## config.mk

```make
export PLATFORM = sky130hd
export DESIGN_NAME = timekeeper_dp_flat
export DESIGN_NICKNAME = d
export VERILOG_FILES = /design/src/rtl/timekeeper_pkg.sv /design/src/rtl/timekeeper_dp_if.sv /design/src/rtl/time_field.sv /design/src/rtl/timekeeper_dp.sv /design/src/flat_wrapper.sv
export SDC_FILE = /design/constraint.sdc
export NUM_CORES = 1
export LEC_CHECK = 0
export ABC_AREA = 1
export CELL_PAD_IN_SITES_DETAIL_PLACEMENT = 1
export CELL_PAD_IN_SITES_GLOBAL_PLACEMENT = 2
export CORE_AREA = 2 2 124 126
export DETAILED_ROUTE_END_ITERATION = 12
export DIE_AREA = 0 0 126 128
export PLACE_DENSITY = 0.89
export SYNTH_ARGS = -nofsm -noshare
export SYNTH_HDL_FRONTEND = slang
export SYNTH_SLANG_ARGS = --single-unit
```

## constraint.sdc

```tcl
create_clock -name clk -period 2.75 [get_ports clk]
set_clock_uncertainty 0.15 [all_clocks]
set_input_delay 0.4125 -clock clk [delete_from_list [all_inputs] [get_ports clk]]
set_output_delay 0.4125 -clock clk [all_outputs]
set_load 0.005 [all_outputs]
```

## src/rtl/timekeeper_pkg.sv

```systemverilog
// Shared encodings, field moduli and the 12 h display conversion for the time-of-day datapath.
package timekeeper_pkg;

  localparam logic [1:0] SEL_SUB  = 2'd0;
  localparam logic [1:0] SEL_SEC  = 2'd1;
  localparam logic [1:0] SEL_MIN  = 2'd2;
  localparam logic [1:0] SEL_HOUR = 2'd3;

  localparam int unsigned SEC_MAX = 60;
  localparam int unsigned MIN_MAX = 60;

  // 0 -> 12, 1..12 unchanged, 13..23 -> hour-12.
  function automatic logic [4:0] to_12h(input logic [4:0] h);
    if (h == 5'd0) begin
      return 5'd12;
    end else if (h > 5'd12) begin
      return h - 5'd12;
    end
    return h;
  endfunction

endpackage

```

## src/rtl/timekeeper_dp_if.sv

```systemverilog
// Control/status bundle between the watch control unit, the datapath and the FND controller.
interface timekeeper_dp_if #(
  parameter int unsigned TICK_HZ = 100
);
  localparam int unsigned SW = $clog2(TICK_HZ);

  logic          run;
  logic          clear;
  logic [1:0]    sel;
  logic          inc;
  logic          dec;
  logic          load_valid;
  logic [4:0]    load_hour;
  logic [5:0]    load_min;
  logic [5:0]    load_sec;
  logic          alarm_en;
  logic [4:0]    alarm_hour;
  logic [5:0]    alarm_min;
  logic          fmt12;
  logic [SW-1:0] sub;
  logic [5:0]    sec;
  logic [5:0]    min;
  logic [4:0]    hour;
  logic [4:0]    disp_hour;
  logic          pm;
  logic          day_tick;
  logic          alarm_hit;
  logic          load_err;

  modport master (
    output run, clear, sel, inc, dec, load_valid, load_hour, load_min, load_sec,
           alarm_en, alarm_hour, alarm_min, fmt12,
    input  sub, sec, min, hour, disp_hour, pm, day_tick, alarm_hit, load_err
  );

  modport slave (
    input  run, clear, sel, inc, dec, load_valid, load_hour, load_min, load_sec,
           alarm_en, alarm_hour, alarm_min, fmt12,
    output sub, sec, min, hour, disp_hour, pm, day_tick, alarm_hit, load_err
  );

endinterface

```

## src/rtl/time_field.sv

```systemverilog
// One modulo-MOD time field: clear > load > adjust > carry-in count, with combinational carry-out.
module time_field #(
  parameter int unsigned MOD   = 60,
  parameter int unsigned WIDTH = 6,
  parameter int unsigned INIT  = 0
) (
  input  logic             clk,
  input  logic             rst,
  input  logic             carry_in_i,
  input  logic             inc_i,
  input  logic             dec_i,
  input  logic             clear_i,
  input  logic             load_i,
  input  logic [WIDTH-1:0] load_val_i,
  input  logic             block_carry_i,
  output logic [WIDTH-1:0] value_o,
  output logic             carry_out_o
);

  logic [WIDTH-1:0] value_q, value_d;
  logic             at_max;
  logic             at_zero;

  assign at_max      = (value_q == WIDTH'(MOD - 1));
  assign at_zero     = (value_q == '0);
  assign carry_out_o = carry_in_i & at_max & ~block_carry_i;
  assign value_o     = value_q;

  always_comb begin
    value_d = value_q;
    if (clear_i) begin
      value_d = WIDTH'(INIT);
    end else if (load_i) begin
      value_d = load_val_i;
    end else if (inc_i || (carry_in_i && !dec_i)) begin
      value_d = at_max ? '0 : value_q + WIDTH'(1);
    end else if (dec_i) begin
      value_d = at_zero ? WIDTH'(MOD - 1) : value_q - WIDTH'(1);
    end
  end

  always_ff @(posedge clk) begin
    if (rst) begin
      value_q <= WIDTH'(INIT);
    end else begin
      value_q <= value_d;
    end
  end

endmodule

```

## src/rtl/timekeeper_dp.sv

```systemverilog
// Time-of-day datapath: prescaler, sub/sec/min/hour cascade, adjust, load, alarm and 12 h display.
module timekeeper_dp
  import timekeeper_pkg::*;
#(
  parameter int unsigned CLK_HZ    = 100_000_000,
  parameter int unsigned TICK_HZ   = 100,
  parameter int unsigned HOUR_MAX  = 24,
  parameter int unsigned HOUR_INIT = 12
) (
  input logic             clk,
  input logic             rst,
  timekeeper_dp_if.slave  bus
);

  localparam int unsigned DIV = CLK_HZ / TICK_HZ;
  localparam int unsigned PW  = (DIV > 1) ? $clog2(DIV) : 1;
  localparam int unsigned SW  = $clog2(TICK_HZ);

  logic [PW-1:0] presc_q, presc_d;
  logic          day_tick_q, alarm_hit_q, load_err_q;
  logic          tick, cnt_tick, load_ok, adj_en, alarm_d;
  logic [3:0]    adj_sel, adj_inc, adj_dec;
  logic          sub_co, sec_co, min_co, hour_co;
  logic [SW-1:0] sub_v;
  logic [5:0]    sec_v, min_v, min_nxt;
  logic [4:0]    hour_v, hour_nxt;

  assign load_ok = bus.load_valid && (32'(bus.load_hour) < HOUR_MAX) &&
                   (32'(bus.load_min) < MIN_MAX) && (32'(bus.load_sec) < SEC_MAX);
  assign adj_en  = (bus.inc ^ bus.dec) & ~bus.load_valid & ~bus.clear;

  always_comb begin
    adj_sel = '0;
    adj_sel[bus.sel] = adj_en;
    adj_inc = adj_sel & {4{bus.inc}};
    adj_dec = adj_sel & {4{bus.dec}};
  end

  assign tick     = bus.run && (presc_q == PW'(DIV - 1));
  assign cnt_tick = tick & ~bus.clear & ~load_ok;

  always_comb begin
    presc_d = presc_q;
    if (bus.clear || load_ok) begin
      presc_d = '0;
    end else if (bus.run) begin
      presc_d = tick ? '0 : presc_q + PW'(1);
    end
  end

  time_field #(.MOD(TICK_HZ), .WIDTH(SW), .INIT(0)) u_sub (
    .clk(clk), .rst(rst), .carry_in_i(cnt_tick), .inc_i(adj_inc[SEL_SUB]),
    .dec_i(adj_dec[SEL_SUB]), .clear_i(bus.clear), .load_i(load_ok), .load_val_i('0),
    .block_carry_i(adj_sel[SEL_SUB]), .value_o(sub_v), .carry_out_o(sub_co)
  );

  time_field #(.MOD(SEC_MAX), .WIDTH(6), .INIT(0)) u_sec (
    .clk(clk), .rst(rst), .carry_in_i(sub_co), .inc_i(adj_inc[SEL_SEC]),
    .dec_i(adj_dec[SEL_SEC]), .clear_i(bus.clear), .load_i(load_ok),
    .load_val_i(bus.load_sec), .block_carry_i(adj_sel[SEL_SEC]), .value_o(sec_v),
    .carry_out_o(sec_co)
  );

  time_field #(.MOD(MIN_MAX), .WIDTH(6), .INIT(0)) u_min (
    .clk(clk), .rst(rst), .carry_in_i(sec_co), .inc_i(adj_inc[SEL_MIN]),
    .dec_i(adj_dec[SEL_MIN]), .clear_i(bus.clear), .load_i(load_ok),
    .load_val_i(bus.load_min), .block_carry_i(adj_sel[SEL_MIN]), .value_o(min_v),
    .carry_out_o(min_co)
  );

  time_field #(.MOD(HOUR_MAX), .WIDTH(5), .INIT(HOUR_INIT)) u_hour (
    .clk(clk), .rst(rst), .carry_in_i(min_co), .inc_i(adj_inc[SEL_HOUR]),
    .dec_i(adj_dec[SEL_HOUR]), .clear_i(bus.clear), .load_i(load_ok),
    .load_val_i(bus.load_hour), .block_carry_i(adj_sel[SEL_HOUR]), .value_o(hour_v),
    .carry_out_o(hour_co)
  );

  // Predict min/hour after a seconds carry so the alarm pulse lines up with the new time.
  assign min_nxt  = min_co ? 6'd0 : min_v + 6'd1;
  assign hour_nxt = min_co ? (hour_co ? 5'd0 : hour_v + 5'd1) : hour_v;
  assign alarm_d  = bus.alarm_en & sec_co & ~adj_sel[SEL_MIN] & ~adj_sel[SEL_HOUR] &
                    (min_nxt == bus.alarm_min) & (hour_nxt == bus.alarm_hour);

  always_ff @(posedge clk) begin
    if (rst) begin
      presc_q     <= '0;
      day_tick_q  <= 1'b0;
      alarm_hit_q <= 1'b0;
      load_err_q  <= 1'b0;
    end else begin
      presc_q     <= presc_d;
      day_tick_q  <= hour_co;
      alarm_hit_q <= alarm_d;
      load_err_q  <= bus.load_valid & ~load_ok & ~bus.clear;
    end
  end

  assign bus.sub       = sub_v;
  assign bus.sec       = sec_v;
  assign bus.min       = min_v;
  assign bus.hour      = hour_v;
  assign bus.day_tick  = day_tick_q;
  assign bus.alarm_hit = alarm_hit_q;
  assign bus.load_err  = load_err_q;
  assign bus.disp_hour = (bus.fmt12 && HOUR_MAX == 24) ? to_12h(hour_v) : hour_v;
  assign bus.pm        = (HOUR_MAX == 24) && (hour_v >= 5'd12);

endmodule

```

## src/flat_wrapper.sv

```systemverilog
// flat-port wrapper written by rule: the top's interface ports become plain ports
module timekeeper_dp_flat import timekeeper_pkg::*;
#(
  parameter int unsigned CLK_HZ    = 100_000_000,
  parameter int unsigned TICK_HZ   = 100,
  parameter int unsigned HOUR_MAX  = 24,
  parameter int unsigned HOUR_INIT = 12
)
  (clk, rst, bus_run, bus_clear, bus_sel, bus_inc, bus_dec, bus_load_valid, bus_load_hour, bus_load_min, bus_load_sec, bus_alarm_en, bus_alarm_hour, bus_alarm_min, bus_fmt12, bus_sub, bus_sec, bus_min, bus_hour, bus_disp_hour, bus_pm, bus_day_tick, bus_alarm_hit, bus_load_err);
  timekeeper_dp_if #(.TICK_HZ(TICK_HZ)) bus_i ();
  input logic clk;
  input logic rst;
  input wire logic [$bits(bus_i.run)-1:0] bus_run;
  input wire logic [$bits(bus_i.clear)-1:0] bus_clear;
  input wire logic [$bits(bus_i.sel)-1:0] bus_sel;
  input wire logic [$bits(bus_i.inc)-1:0] bus_inc;
  input wire logic [$bits(bus_i.dec)-1:0] bus_dec;
  input wire logic [$bits(bus_i.load_valid)-1:0] bus_load_valid;
  input wire logic [$bits(bus_i.load_hour)-1:0] bus_load_hour;
  input wire logic [$bits(bus_i.load_min)-1:0] bus_load_min;
  input wire logic [$bits(bus_i.load_sec)-1:0] bus_load_sec;
  input wire logic [$bits(bus_i.alarm_en)-1:0] bus_alarm_en;
  input wire logic [$bits(bus_i.alarm_hour)-1:0] bus_alarm_hour;
  input wire logic [$bits(bus_i.alarm_min)-1:0] bus_alarm_min;
  input wire logic [$bits(bus_i.fmt12)-1:0] bus_fmt12;
  output wire logic [$bits(bus_i.sub)-1:0] bus_sub;
  output wire logic [$bits(bus_i.sec)-1:0] bus_sec;
  output wire logic [$bits(bus_i.min)-1:0] bus_min;
  output wire logic [$bits(bus_i.hour)-1:0] bus_hour;
  output wire logic [$bits(bus_i.disp_hour)-1:0] bus_disp_hour;
  output wire logic [$bits(bus_i.pm)-1:0] bus_pm;
  output wire logic [$bits(bus_i.day_tick)-1:0] bus_day_tick;
  output wire logic [$bits(bus_i.alarm_hit)-1:0] bus_alarm_hit;
  output wire logic [$bits(bus_i.load_err)-1:0] bus_load_err;
  assign bus_i.run = bus_run;
  assign bus_i.clear = bus_clear;
  assign bus_i.sel = bus_sel;
  assign bus_i.inc = bus_inc;
  assign bus_i.dec = bus_dec;
  assign bus_i.load_valid = bus_load_valid;
  assign bus_i.load_hour = bus_load_hour;
  assign bus_i.load_min = bus_load_min;
  assign bus_i.load_sec = bus_load_sec;
  assign bus_i.alarm_en = bus_alarm_en;
  assign bus_i.alarm_hour = bus_alarm_hour;
  assign bus_i.alarm_min = bus_alarm_min;
  assign bus_i.fmt12 = bus_fmt12;
  assign bus_sub = bus_i.sub;
  assign bus_sec = bus_i.sec;
  assign bus_min = bus_i.min;
  assign bus_hour = bus_i.hour;
  assign bus_disp_hour = bus_i.disp_hour;
  assign bus_pm = bus_i.pm;
  assign bus_day_tick = bus_i.day_tick;
  assign bus_alarm_hit = bus_i.alarm_hit;
  assign bus_load_err = bus_i.load_err;
  timekeeper_dp #(.CLK_HZ(CLK_HZ), .TICK_HZ(TICK_HZ), .HOUR_MAX(HOUR_MAX), .HOUR_INIT(HOUR_INIT)) u_core (.clk(clk), .rst(rst), .bus(bus_i));
endmodule
```

# [Yosys cells after proc, flatten, opt, wreduce, memory -nomap -nowiden]
# Cells that the tools add are included.
[classes] add_sub_neg=10 multipliers=0 div=0 magnitude_cmp=7 n_eq_ne=7 n_shift=0 muxes=31 bitwise=30 reduce_logical=29
[op_table] cell="$mux W6" count=11
[op_table] cell="$mux W5" count=11
[op_table] cell="$mux W7" count=4
[op_table] cell="$add A20 B1 Y20 const B" count=1
[op_table] cell="$eq A20 B20 Y1 const B" count=1
[op_table] cell="$mux W20" count=1
[op_table] cell="$and A1 B1 Y1" count=19
[op_table] cell="$add A6 B1 Y6 const B" count=2
[op_table] cell="$and A4 B4 Y4" count=3
[op_table] cell="$eq A6 B6 Y1 const B" count=2
[op_table] cell="$logic_not A6 Y1" count=2
[op_table] cell="$lt A6 B6 Y1 const B" count=2
[op_table] cell="$sub A6 B1 Y6 const B" count=2
[op_table] cell="$logic_and A1 B1 Y1" count=9
[op_table] cell="$reduce_bool A3 Y1" count=3
[op_table] cell="$add A7 B1 Y7 const B" count=1
[op_table] cell="$eq A7 B7 Y1 const B" count=1
[op_table] cell="$logic_not A7 Y1" count=1
[op_table] cell="$not A1 Y1" count=7
[op_table] cell="$sub A7 B1 Y7 const B" count=1
[op_table] cell="$eq A6 B6 Y1" count=1
[op_table] cell="$add A5 B1 Y5 const B" count=1
[op_table] cell="$eq A5 B5 Y1" count=1
[op_table] cell="$eq A5 B5 Y1 const B" count=1
[op_table] cell="16 further kinds" count=26
[totals] ff_bits=47 latchBits=0 mem_bits_rw=0 romBits=0 inputBits=39 output_inout_bits=33 word_cells=122 mem_count=0

# [Logic depth before layout (Yosys ltp)]
# Gate-level depths: netlist (run 1).
[depth] word_depth=18 ltp_mapped=15

# [By module]
# A second synthesis (run 1) with hierarchy kept.
[unflattened] cells_unflattened=716 hier_area_um2=4524.3
[by_module_without_submodules] mod="timekeeper_dp" n_inst=1 cells_each=323 area_per_inst_um2=1941.9
[by_module_without_submodules] mod="time_field at u_core.u_min ..." n_inst=2 cells_each=98 area_per_inst_um2=676.9
[by_module_without_submodules] mod="time_field at u_core.u_sub" n_inst=1 cells_each=121 area_per_inst_um2=769.5
[by_module_without_submodules] mod="time_field at u_core.u_hour" n_inst=1 cells_each=76 area_per_inst_um2=459.2

# [Worst setup path after synthesis (run 1)]
# Ideal clock, no wire load.
[synth_timing] kind="flip-flop to output port" start="register u_core.u_hour.value_q[2] (netlist: u_core.u_hour.value_o[2])" end="output port bus_disp_hour[3]" t_arrival_ps=1588 required_time_ps=2188 setup_slack_ps=600 stages_incl_launch_ff=10 path_cell_list="dfxtp_1 clkbuf_1 inv_1 ha_1 inv_1 o21ai_0 a31oi_1 nor2_1 o22ai_1 inv_1"
[synth_via] elab_chain_len=5 word_cells_on_any_way=9 classes_between="add/sub: 1; order compare: 1; mux: 6; reduce/logical: 1"
[synth_rtl] item="start: declaration" line_no="time_field.sv:20" rtl="logic [WIDTH-1:0] value_q, value_d;"
[synth_rtl] item="start signal: assignment" line_no="time_field.sv:44" rtl="value_q <= WIDTH'(INIT);"
[synth_rtl] item="start signal: assignment" line_no="time_field.sv:46" rtl="value_q <= value_d;"
[synth_rtl] item="$sub A5 B4 Y5 or $gt A5 B4 Y1 (tied branches)" line_no="timekeeper_pkg.sv:17, timekeeper_pkg.sv:16"
[synth_rtl] item="$mux W5 or $mux W1 (tied branches)" line_no="timekeeper_pkg.sv:16" rtl="end else if (h > 5'd12) begin"
[synth_rtl] item="$mux W5 or $mux W1 (tied branches)" line_no="timekeeper_pkg.sv:14" rtl="if (h == 5'd0) begin"
[synth_rtl] item="$mux W5 *" line_no="timekeeper_pkg.sv:19" rtl="return h;"
[synth_rtl] item="$mux W5 *" line_no="timekeeper_dp.sv:105" rtl="assign bus.disp_hour = (bus.fmt12 && HOUR_MAX == 24) ? to_12h(hour_v) : hour_v;"
[synth_rtl] item="end: declaration" line_no="flat_wrapper.sv:30" rtl="output wire logic [$bits(bus_i.disp_hour)-1:0] bus_disp_hour;"
# Every way passes the cells marked *; elsewhere a longest branch is shown, timed or not. The select of a mux whose other input is x is not followed.

# [Worst setup path after layout (run 1)]
# Ends and elaborated chain as after synthesis.

==> summary.txt, run 1 <==
Slowest Stage Delay on Critical Path: 0.49 ns
CP cell instances: inv_1, ha_1, inv_1, o21ai_2, a31oi_2, nor2_2, nand2_1, o22ai_1, inv_1, clkdlybuf4s50_1
final hold violations: 0
num rows: 45
clock sink total: 47
total wire length: 14100 um
Final Util: 36.7%
ys async rst share: 0%
Final Max Tran Viols: 0
post-route ant nets: 0
chip width: 126 um
run status: finished, final reports clean
P_int: 1.26 mW
Pleak: 2.27 nW
Port Buffers: 71
Syn. warnings: 0
type of origin of the critical path: register
DRC Markers: 0
Die ar.: 16100 um^2
first-pass GRT wire length: 22700 um
Die Span Y: 128 um
Worst Path Class, Setup: register to output pin
syn_area_per_cell: 6.26 um^2
end of the worst hold path: u_core.presc_q[1]
FF-to-FF Start: u_core.u_sec.value_o[0]
Post-synth EDFFs: 0
Clock H-tree levels: 2
Yosys reg bits: 47
Hold Path Class: register to register
Final WS setup: 0.0843 ns
kind of end point of the critical path: output pin
1st-iter DRT viols: 198
vias in the first global route: 4743
hold-fix buffers at CTS: 0
Final Setup Violations: 0
Remaining Overflow, GRT: 0
register share of total power: 39.1%
Switch Pwr: 0.579 mW
setup TNS: 0 ns
Synth Net Count: 708
Max-slew headroom: 69.6%
R2R Setup Slk: 0.37 ns
total power draw: 1.84 mW
Comb pwr share: 25.8%
clock-pin transition on the worst setup and hold timing paths: 0.07 ns
register area share after synthesis: 23.0%
Top FF cell, synth: dfxtp_1
final worst-path cycle share: 96.9%
ant diodes: 0
share of cells above drive strength 1: 14.6%
Mapped Area: 4090 um^2
CP max-delay cell: clkdlybuf4s50_1
synth unique cells: 46
largest net degree at the start of global routing: 18
Worst VDD drop: 241 uV
Peak Freq: 375 MHz
total number of vias: 4693
Inserted Clock Buffers: 5
Worst Path Max Fanout: 4
Final Instance Area: 5460 um^2
Yosys top cell area share: 23.0%
GPL Wtd Cong: 0.904
Mapped Cells: 653
Post-synth top cells: nand2_1 (140), inv_1 (89), nor2_1 (65)
Initial Util: 27.5%
initial antenna violation count: 0
worst reg-to-reg path cell count: 10
Placement Cell Area: 5200 um^2
Worst EP arrival: 2.10 ns
dpl ws: -0.0191 ns
worst skew pair latency: 0.30 ns
router iterations before antenna repair: 4
Core Area: 14900 um^2
area grow syn2layout: 33.5%
DR WL/cell: 14.9 um
area leader, netlist: dfxtp_1
top-level port count: 72
sw frac: 31.5%
Max Cap Viol: 0
Max Root-Sink Buffers: 2
CP dominant cell by count: inv_1
R2R Path End: u_core.u_hour.value_o[4]
Pwr per Cell Area: 337 nW/um^2
Layout Nets: 815
hold path cells: 2
GRT Total Usage: 17.1%
min cycle time layout: 2.67 ns
TritonCTS clock tree: built
FILL cells: 1967
Least-Margin Pin Slew: 0.452 ns
worst endpoint required time: 2.19 ns
clock power share: 35.1%
most common cell in the synthesized netlist: nand2_1
DP Wirelength: 11100 um
clk root buf: clkbuf_16
vias per std cell: 4.95
top post-synthesis cells by area: dfxtp_1 (23%), nand2_1 (13%), inv_1 (8.2%)
hold path startpoint: u_core.presc_q[1]
-- placed cells by master (no fill, tap or decap), types with 3 or more instances in the layout --
master / instances
inv_1: 86
nor2_4: 6
o211ai_1: 7
o21ai_2: 3
inv_2: 14
nor4_1: 4
buf_4: 39
xnor2_1: 4
nand3_2: 5
xor2_1: 19
clkdlybuf4s50_1: 70
a31oi_1: 7
nor3_1: 11
o31ai_1: 4
nand2_1: 139
nand4_1: 15
ha_1: 14
nor2_2: 8
nor3_2: 3
dfxtp_1: 46
nand2_2: 5
o21ai_1: 8
nand3_1: 63
clkinv_1: 3
a21oi_1: 40
clkbuf_16: 5
nor2_1: 64
o21ai_0: 31
or2_2: 4
-- layer usage --
| metal | up-vias | track usage [%] | part of all wire [%] |
|---|---|---|---|
| met2 | 81 | 30.4 | 50 |
| li1 | 2364 | - | - |
| met3 | 8 | 2.55 | 3.0 |
| met1 | 2240 | 22.2 | 46 |
| met4 | 0 | 3.43 | 1.0 |
| met5 | - | 0 | 0 |
-- flip-flops by register name (all words and copies together), names as in the netlist --
register / cells
u_core.presc_q: 20
u_core.u_sub.value_o: 7
u_core.u_min.value_o: 6
u_core.u_sec.value_o: 6
u_core.u_hour.value_o: 5
u_core.bus.alarm_hit: 1
u_core.bus.day_tick: 1
u_core.bus.load_err: 1
-- worst max-delay path, delay by kind of cell (launching register included) --
| family | cells | cell delay [ns] |
|---|---|---|
| AO/OA/AOI/OAI | 3 | 0.31 |
| flip-flops | 1 | 0.35 |
| AND/OR/NAND/NOR | 2 | 0.13 |
| buffers and inverters | 4 | 0.78 |
| adder cells (fa/ha/maj) | 1 | 0.24 |
-- timing repair --
item	4_1_cts	5_1_grt
hold endpoints to repair	0	0
buffers inserted	0	8
pin swaps	1	4
gates cloned	0	0
endpoints found under the setup margin	4	4
resized for setup	2	15
-- worst max-delay path by stage --
| stage | startpoint | endpoint | slack [ns] | depth (start not counted) |
|---|---|---|---|---|
| after floorplan | u_core.u_hour.value_o[2] | bus_disp_hour[3] | 0.60 | 9 |
| after CTS | u_core.u_hour.value_o[3] | bus_disp_hour[2] | 0.02 | 8 |
| after global routing | u_core.u_hour.value_o[2] | bus_disp_hour[3] | -0.04 | 10 |
| after detailed placement | bus_load_sec[5] | u_core.u_hour.value_o[0] | -0.02 | 12 |
| after global placement | bus_inc | u_core.u_sec.value_o[2] | 0.04 | 14 |
| final | u_core.u_hour.value_o[2] | bus_disp_hour[3] | 0.08 | 10 |
-- power by group through the flow --
stage,registers (mW),clock network [mW],logic (mW)
floorplan,0.729,0,0.247
global placement,0.733,0,0.443
detailed placement,0.734,0,0.454
CTS,0.719,0.678,0.458
global route,0.722,0.703,0.527
finish,0.719,0.647,0.474
-- per-stage QoR --
step                hold WS, ns  cells
floorplan                 0.302    653
global placement          0.316    933
detailed placement        0.334    933
CTS                       0.349    941
global route              0.395    949
finish                    0.352    949
-- kinds of logic after synthesis --
family	after synthesis	share of synthesized area, %
adders and majority gates	16	4.90
xor gates and xnor gates	23	4.93
buffers and inverters	116	11.5
DFF	47	23.0
and+or+nand+nor	339	39.9
AOI/OAI and AO/OA	112	15.7
-- area by class of cell --
| type | count | area [um^2] | area share [%] |
|---|---|---|---|
| Clock inverter | 3 | 25.0 | 0.459 |
| Clock buffer | 5 | 125 | 2.29 |
| Timing Repair Buffer | 112 | 1030 | 18.8 |
| Inverter | 104 | 393 | 7.20 |
| Sequential cell | 47 | 942 | 17.3 |
| Multi-Input combinational cell | 490 | 2710 | 49.6 |
| Tap cell | 188 | 235 | 4.31 |
(Power assumes the default switching activity.)
==> run 2, diff against run 1 <==
--- a/config.mk
+++ b/config.mk
@@ -11,6 +11,7 @@
 export CORE_AREA = 2 2 124 126
 export DETAILED_ROUTE_END_ITERATION = 12
 export DIE_AREA = 0 0 126 128
+export GPL_TIMING_DRIVEN = 0
 export PLACE_DENSITY = 0.89
 export SYNTH_ARGS = -nofsm -noshare
 export SYNTH_HDL_FRONTEND = slang
==> run 2 against run 1 <==
Net effect: global-route usage increased by 0.062 points; first-iteration DRC count decreased by 21%; combinational power decreased by 5.7%; count of clock-buffer cells in the layout increased by 1; register-to-register slack got worse by 0.04 ns; final cell count decreased by 2.6%; worst setup slack improved by 0.044 ns; non-clock buffer count decreased by 25; sequential power about the same; flip-flop and latch count unchanged; largest cell class unchanged.
==> summary.txt, run 2 (synthesis results as in run 1) <==
1st-iter DRT viols: 156 (was 198)
Max-slew headroom: 60.6% (was 69.6%)
Worst VDD drop: 208 uV (was 241 uV)
Die Span Y: 128 um (unchanged)
total number of vias: 4610 (was 4693)
Final Setup Violations: 0 (unchanged)
DRC Markers: 0 (unchanged)
post-route ant nets: 0 (unchanged)
Hold Path Class: register to register (unchanged)
Final Util: 35.6% (was 36.7%)
FILL cells: 1909 (was 1967)
Clock H-tree levels: 2 (unchanged)
Die ar.: 16100 um^2 (unchanged)
vias per std cell: 4.99 (was 4.95)
DP Wirelength: 11000 um (was 11100 um)
Port Buffers: 71 (unchanged)
final worst-path cycle share: 95.3% (was 96.9%)
Pwr per Cell Area: 343 nW/um^2 (was 337 nW/um^2)
total power draw: 1.82 mW (was 1.84 mW)
chip width: 126 um (unchanged)
max FFs per register: 20 (unchanged)
Layout Nets: 790 (was 815)
num rows: 45 (unchanged)
GPL Wtd Cong: 0.899 (was 0.904)
largest reg by FF count: u_core.presc_q (unchanged)
kind of end point of the critical path: register (was output pin)
min cycle time layout: 2.62 ns (was 2.67 ns)
router iterations before antenna repair: 4 (unchanged)
Worst EP arrival: 2.68 ns (was 2.10 ns)
clock sink total: 47 (unchanged)
total wire length: 13800 um (was 14100 um)
Remaining Overflow, GRT: 0 (unchanged)
final hold violations: 0 (unchanged)
top-level port count: 72 (unchanged)
dpl ws: -0.561 ns (was -0.0191 ns)
run status: finished, final reports clean (unchanged)
CP cell instances: clkdlybuf4s50_1, nand2_1, nor2_1, nor2_1, nand2_2, nand2_1, nor3_4, nand3_1, nand2_2, o21ai_0, nand3_1, nand3_1, nand2_1, inv_1 (was inv_1, ha_1, inv_1, o21ai_2, a31oi_2, nor2_2, nand2_1, o22ai_1, inv_1, clkdlybuf4s50_1)
TritonCTS clock tree: built (unchanged)
initial antenna violation count: 0 (unchanged)
vias in the first global route: 4755 (was 4743)
Max Cap Viol: 0 (unchanged)
clk root buf: clkbuf_16 (unchanged)
worst endpoint required time: 2.81 ns (was 2.19 ns)
hold-fix buffers at CTS: 0 (unchanged)
type of origin of the critical path: primary input (was register)
GRT Total Usage: 17.2% (was 17.1%)
Inserted Clock Buffers: 5 (unchanged)
Max Root-Sink Buffers: 2 (unchanged)
largest net degree at the start of global routing: 16 (was 18)
DR WL/cell: 15.0 um (was 14.9 um)
Final WS setup: 0.128 ns (was 0.0843 ns)
CP max-delay cell: clkdlybuf4s50_1 (unchanged)
first-pass GRT wire length: 22900 um (was 22700 um)
most common cell after layout, fill and taps aside: nand2_1 (unchanged)
Initial Util: 27.5% (unchanged)
Worst Path Max Fanout: 8 (was 4)
Peak Freq: 381 MHz (was 375 MHz)
post-route insts no fill: 924 (was 949)
clock-pin transition on the worst setup and hold timing paths: 0.07 ns (about the same)
placed insts: 912 (was 933)
most frequent cells in the layout: nand2_1 (139), inv_1 (83), clkdlybuf4s50_1 (68) (was nand2_1 (139), inv_1 (86), clkdlybuf4s50_1 (70))
Final Max Tran Viols: 0 (unchanged)
Core Area: 14900 um^2 (unchanged)
worst skew pair latency: 0.31 ns (was 0.30 ns)
Worst Path Class, Setup: primary input to register (was register to output pin)
ant diodes: 0 (unchanged)
Pleak: 2.15 nW (was 2.27 nW)
Slowest Stage Delay on Critical Path: 0.51 ns (was 0.49 ns)
Least-Margin Pin Slew: 0.591 ns (was 0.452 ns)
share of cells above drive strength 1: 12.4% (was 14.6%)
area grow syn2layout: 29.6% (was 33.5%)
==> run 2: changes by cell type in the layout (fill, tap and decap cells not counted), sizes merged <==
cell,previous run,this run
buf,41,11
clkbuf,5,11
clkdlybuf4s50,70,68
dlygate4sd2,0,2
inv,103,102
==> run 2: worst paths after layout <==
kind         slack [ns]                  endpoint  cells past startpoint                     from
max                0.13   u_core.u_min.value_o[3]                     14          bus_load_sec[5]
min                0.35        u_core.presc_q[16]                      2       u_core.presc_q[16]
max reg2reg        0.33  u_core.u_hour.value_o[3]                     12  u_core.u_sec.value_o[0]
min reg2reg        0.35        u_core.presc_q[16]                      2       u_core.presc_q[16]
==> run 2: routing by layer <==
metal | GRT usage (%) | wire (um) | vias up
met2 | 30.1 | 6570 | 87
met5 | 0 | 0 | -
met1 | 21.7 | 6600 | 2192
li1 | - | - | 2316
met4 | 5.49 | 219 | 0
met3 | 2.71 | 437 | 15
==> run 2: through the flow <==
| stage | hold slack (ns) | instance area (um^2) | TNS (ns) |
|---|---|---|---|
| 2_1_floorplan | 0.302 | 4090 | 0 |
| 3_3_place_gp | 0.325 | 5030 | -14.81 |
| 3_5_place_dp | 0.336 | 5030 | -14.14 |
| 4_1_cts | 0.347 | 5250 | 0 |
| 5_1_grt | 0.393 | 5300 | -0.0237 |
| 6_report | 0.347 | 5300 | 0 |
==> run 2: repair_timing <==
| action | in CTS | in global routing |
|---|---|---|
| resized for setup | 26 | 14 |
| setup endpoints to repair | 25 | 34 |
| endpoints found under the hold margin | 0 | 0 |
| pin swaps | 3 | 2 |
| buffers inserted | 1 | 3 |
==> run 2: cell type report <==
class | instances | area (um^2) | area share, %
Multi-Input combinational cell | 490 | 2740 | 51.7
Sequential cell | 47 | 948 | 17.9
Timing Repair Buffer | 75 | 741 | 14.0
Inverter | 104 | 399 | 7.53
Tap cell | 188 | 235 | 4.44
Clock buffer | 6 | 129 | 2.43
Buffer | 12 | 88.8 | 1.68
Clock inverter | 2 | 16.3 | 0.307
==> run 2: where the power goes <==
part           switching (mW)  internal (mW)
logic                   0.249          0.198
registers              0.0241          0.695
clock network           0.310          0.342
total                   0.584           1.24
==> run 2: worst max-delay path: cells and delay by family <==
family | cells | cell delay (ns)
buf+inv | 2 | 0.54
simple gates | 11 | 1.58
compound gates | 1 | 0.14
==> run 3, diff against run 2 <==
--- a/config.mk
+++ b/config.mk
@@ -8,11 +8,12 @@
 export ABC_AREA = 1
 export CELL_PAD_IN_SITES_DETAIL_PLACEMENT = 1
 export CELL_PAD_IN_SITES_GLOBAL_PLACEMENT = 2
-export CORE_AREA = 2 2 124 126
+export CORE_AREA = 2 2 118 120
 export DETAILED_ROUTE_END_ITERATION = 12
-export DIE_AREA = 0 0 126 128
+export DIE_AREA = 0 0 120 122
+export DONT_BUFFER_PORTS = 1
 export GPL_TIMING_DRIVEN = 0
-export PLACE_DENSITY = 0.89
+export PLACE_DENSITY = 0.86
 export SYNTH_ARGS = -nofsm -noshare
 export SYNTH_HDL_FRONTEND = slang
 export SYNTH_SLANG_ARGS = --single-unit
==> constraint.sdc (replaced) <==
create_clock -name clk -period 2.2 [get_ports clk]
set_clock_uncertainty 0.15 [all_clocks]
set_input_delay 0.33 -clock clk [delete_from_list [all_inputs] [get_ports clk]]
set_output_delay 0.33 -clock clk [all_outputs]
set_load 0.005 [all_outputs]
==> run 3 against run 2 <==
Net effect: non-clock buffer count down 45; sequential share of layout area up 1.3 points; worst setup slack worse by 0.12 ns; critical path depth down 6; flip-flop and latch count unchanged; count of clock-buffer cells in the layout down 1; via count down 0.65%; utilization up 2.8 points; highest routed layer unchanged; final area down 2.0%; combinational power up 9.2%; routed wire length up 4.1%.
==> summary.txt, run 3 (synthesis results as in run 1) <==
run status: finished, final reports clean (unchanged)
Switch Pwr: 0.746 mW (was 0.584 mW)
1st-iter DRT viols: 297 (was 156)
Remaining Overflow, GRT: 0 (unchanged)
RSZ-0062 raised after global routing: true
TritonCTS clock tree: built (unchanged)
clk root buf: clkbuf_16 (unchanged)
min cycle time layout: 2.19 ns
hold-fix buffers at CTS: 0 (unchanged)
Final Setup Violations: 0 (unchanged)
most frequent cells in the layout: nand2_1 (136), inv_1 (77), nand3_1 (54) (was nand2_1 (139), inv_1 (83), clkdlybuf4s50_1 (68))
Core Area: 13500 um^2 (was 14900 um^2)
initial antenna violation count: 0 (unchanged)
top-level port count: 72 (unchanged)
largest reg by FF count: u_core.presc_q (unchanged)
sw frac: 33.4% (was 32.1%)
Worst EP arrival: 1.71 ns (was 2.68 ns)
FF-to-FF Start: u_core.u_sec.value_o[0] (unchanged)
Worst Path Max Fanout: 6 (was 8)
DRC Markers: 0 (unchanged)
Pwr per Cell Area: 430 nW/um^2 (was 343 nW/um^2)
Highest Signal Layer: met4 (unchanged)
Comb pwr share: 21.9% (was 24.6%)
worst endpoint required time: 1.72 ns (was 2.81 ns)
Final Max Tran Viols: 0 (unchanged)
Max-slew headroom: 55.2% (was 60.6%)
kind of end point of the critical path: output pin (was register)
critical path launch point: u_core.u_hour.value_o[2] (was bus_load_sec[5])
Clock H-tree levels: 2 (unchanged)
CP max-delay cell: dfxtp_4 (was clkdlybuf4s50_1)
largest net degree at the start of global routing: 19 (was 16)
setup TNS: 0 ns (unchanged)
Inserted Clock Buffers: 5 (unchanged)
total wire length: 14400 um (was 13800 um)
area grow syn2layout: 27.0% (was 29.6%)
first-pass GRT wire length: 22800 um (was 22900 um)
M1 WL: 6190 um (was 6600 um)
met3 routed WL: 804 um (was 437 um)
router iterations before antenna repair: 4 (unchanged)
total number of vias: 4580 (was 4610)
Hold Path Class: primary input to register (was register to register)
Initial Util: 30.3% (was 27.5%)
clock power share: 37.9% (was 35.9%)
most common cell after layout, fill and taps aside: nand2_1 (unchanged)
hold path startpoint: bus_load_valid (was u_core.presc_q[16])
GRT Total Usage: 19.5% (was 17.2%)
P_int: 1.49 mW (was 1.24 mW)
type of origin of the critical path: register (was primary input)
final worst-path cycle share: 99.6%
Die ar.: 14600 um^2 (was 16100 um^2)
Least-Margin Pin Slew: 0.673 ns (was 0.591 ns)
vias in the first global route: 4636 (was 4755)
ant diodes: 0 (unchanged)
final hold violations: 0 (unchanged)
Layout Nets: 745 (was 790)
routed wl met2: 7010 um (was 6570 um)
share of cells above drive strength 1: 25.0% (was 12.4%)
Final Util: 38.4% (was 35.6%)
clock-pin transition on the worst setup and hold timing paths: 0.08 ns (was 0.07 ns)
Pleak: 2.13 nW (was 2.15 nW)
chip width: 120 um (was 126 um)
DP Wirelength: 10700 um (was 11000 um)
DR WL/cell: 16.5 um (was 15.0 um)
num rows: 43 (was 45)
register share of total power: 40.2% (was 39.6%)
clock sink total: 47 (unchanged)
Worst Path Class, Setup: register to output pin (was primary input to register)
Worst Path Buf+Inv: 5 (was 2)
Max Cap Viol: 0 (unchanged)
Peak Freq: 457 MHz
Slowest Stage Delay on Critical Path: 0.37 ns (was 0.51 ns)
CP top delay family: buffers and inverters (was simple AND/OR/NAND/NOR gates)
post-route ant nets: 0 (unchanged)
vias per std cell: 5.26 (was 4.99)
Die Span Y: 122 um (was 128 um)
worst skew pair latency: 0.31 ns (about the same)
Port Buffers: 0 (was 71)
GPL Wtd Cong: 0.901 (was 0.899)
CP cell instances: clkbuf_16, clkinv_8, ha_4, inv_4, nor3_4, inv_2, o21ai_0, inv_1 (was clkdlybuf4s50_1, nand2_1, nor2_1, nor2_1, nand2_2, nand2_1, nor3_4, nand3_1, nand2_2, o21ai_0, nand3_1, nand3_1, nand2_1, inv_1)
Worst VDD drop: 289 uV (was 208 uV)
Max Root-Sink Buffers: 2 (unchanged)
max FFs per register: 20 (unchanged)
[run 3: cell types whose count changed in the layout (fill, tap and decap cells not counted), moves of 10 or more]
cell / change
buf_4: +18
clkdlybuf4s50_1: -68
dfxtp_1: -19
dfxtp_4: +10
nor2_1: -10
[run 3: final timing paths]
path | depth (start not counted) | slack, ns | endpoint
worst max-delay path | 8 | 0.01 | bus_disp_hour[1]
worst min-delay path | 2 | 0.02 | u_core.bus.load_err
worst max register to register | 11 | 0.04 | u_core.u_hour.value_o[1]
worst min register to register | 2 | 0.35 | u_core.presc_q[16]
[run 3: stage by stage]
stage,instances,cell area (um^2),total power [mW],setup WS [ns],hold slack (ns)
2_1_floorplan,653,4090,1.22,0.113,0.292
3_3_place_gp,833,4310,1.31,-0.621,0.318
3_5_place_dp,833,4310,1.32,-0.669,0.338
4_1_cts,862,4870,2.23,-0.0476,0.0153
5_1_grt,871,5190,2.35,-0.106,0.0143
6_report,871,5190,2.23,0.00952,0.0181
[run 3: area by class of cell]
type,instances,area (um^2)
flip-flops and latches,47,997
repair buffers,30,284
clock inverters,3,28.8
multi-input cells,490,3010
plain buffers,12,111
inverters,104,412
clock buffers,5,125
well taps,180,225
fillers,1728,8310
[run 3: what timing repair did]
item                       in CTS  in global routing
setup endpoints to repair      47                 34
pin swaps                      19                 25
cloned                          1                  1
gates resized for setup        73                 65
setup buffers                  20                  8
[run 3: routing by layer]
layer	vias up	track usage, %
met4	0	7.65
met1	2222	23.7
met2	102	33.3
met3	25	4.54
met5	-	0
li1	2231	-
[run 3: power groups by stage]
| stage | Sequential (mW) | Combinational, mW | Clock (mW) |
|---|---|---|---|
| 3_3_place_gp | 0.922 | 0.388 | 0 |
| 5_1_grt | 0.902 | 0.543 | 0.910 |
| 6_report | 0.899 | 0.488 | 0.846 |
| 4_1_cts | 0.904 | 0.441 | 0.886 |
| 2_1_floorplan | 0.911 | 0.309 | 0 |
| 3_5_place_dp | 0.923 | 0.400 | 0 |
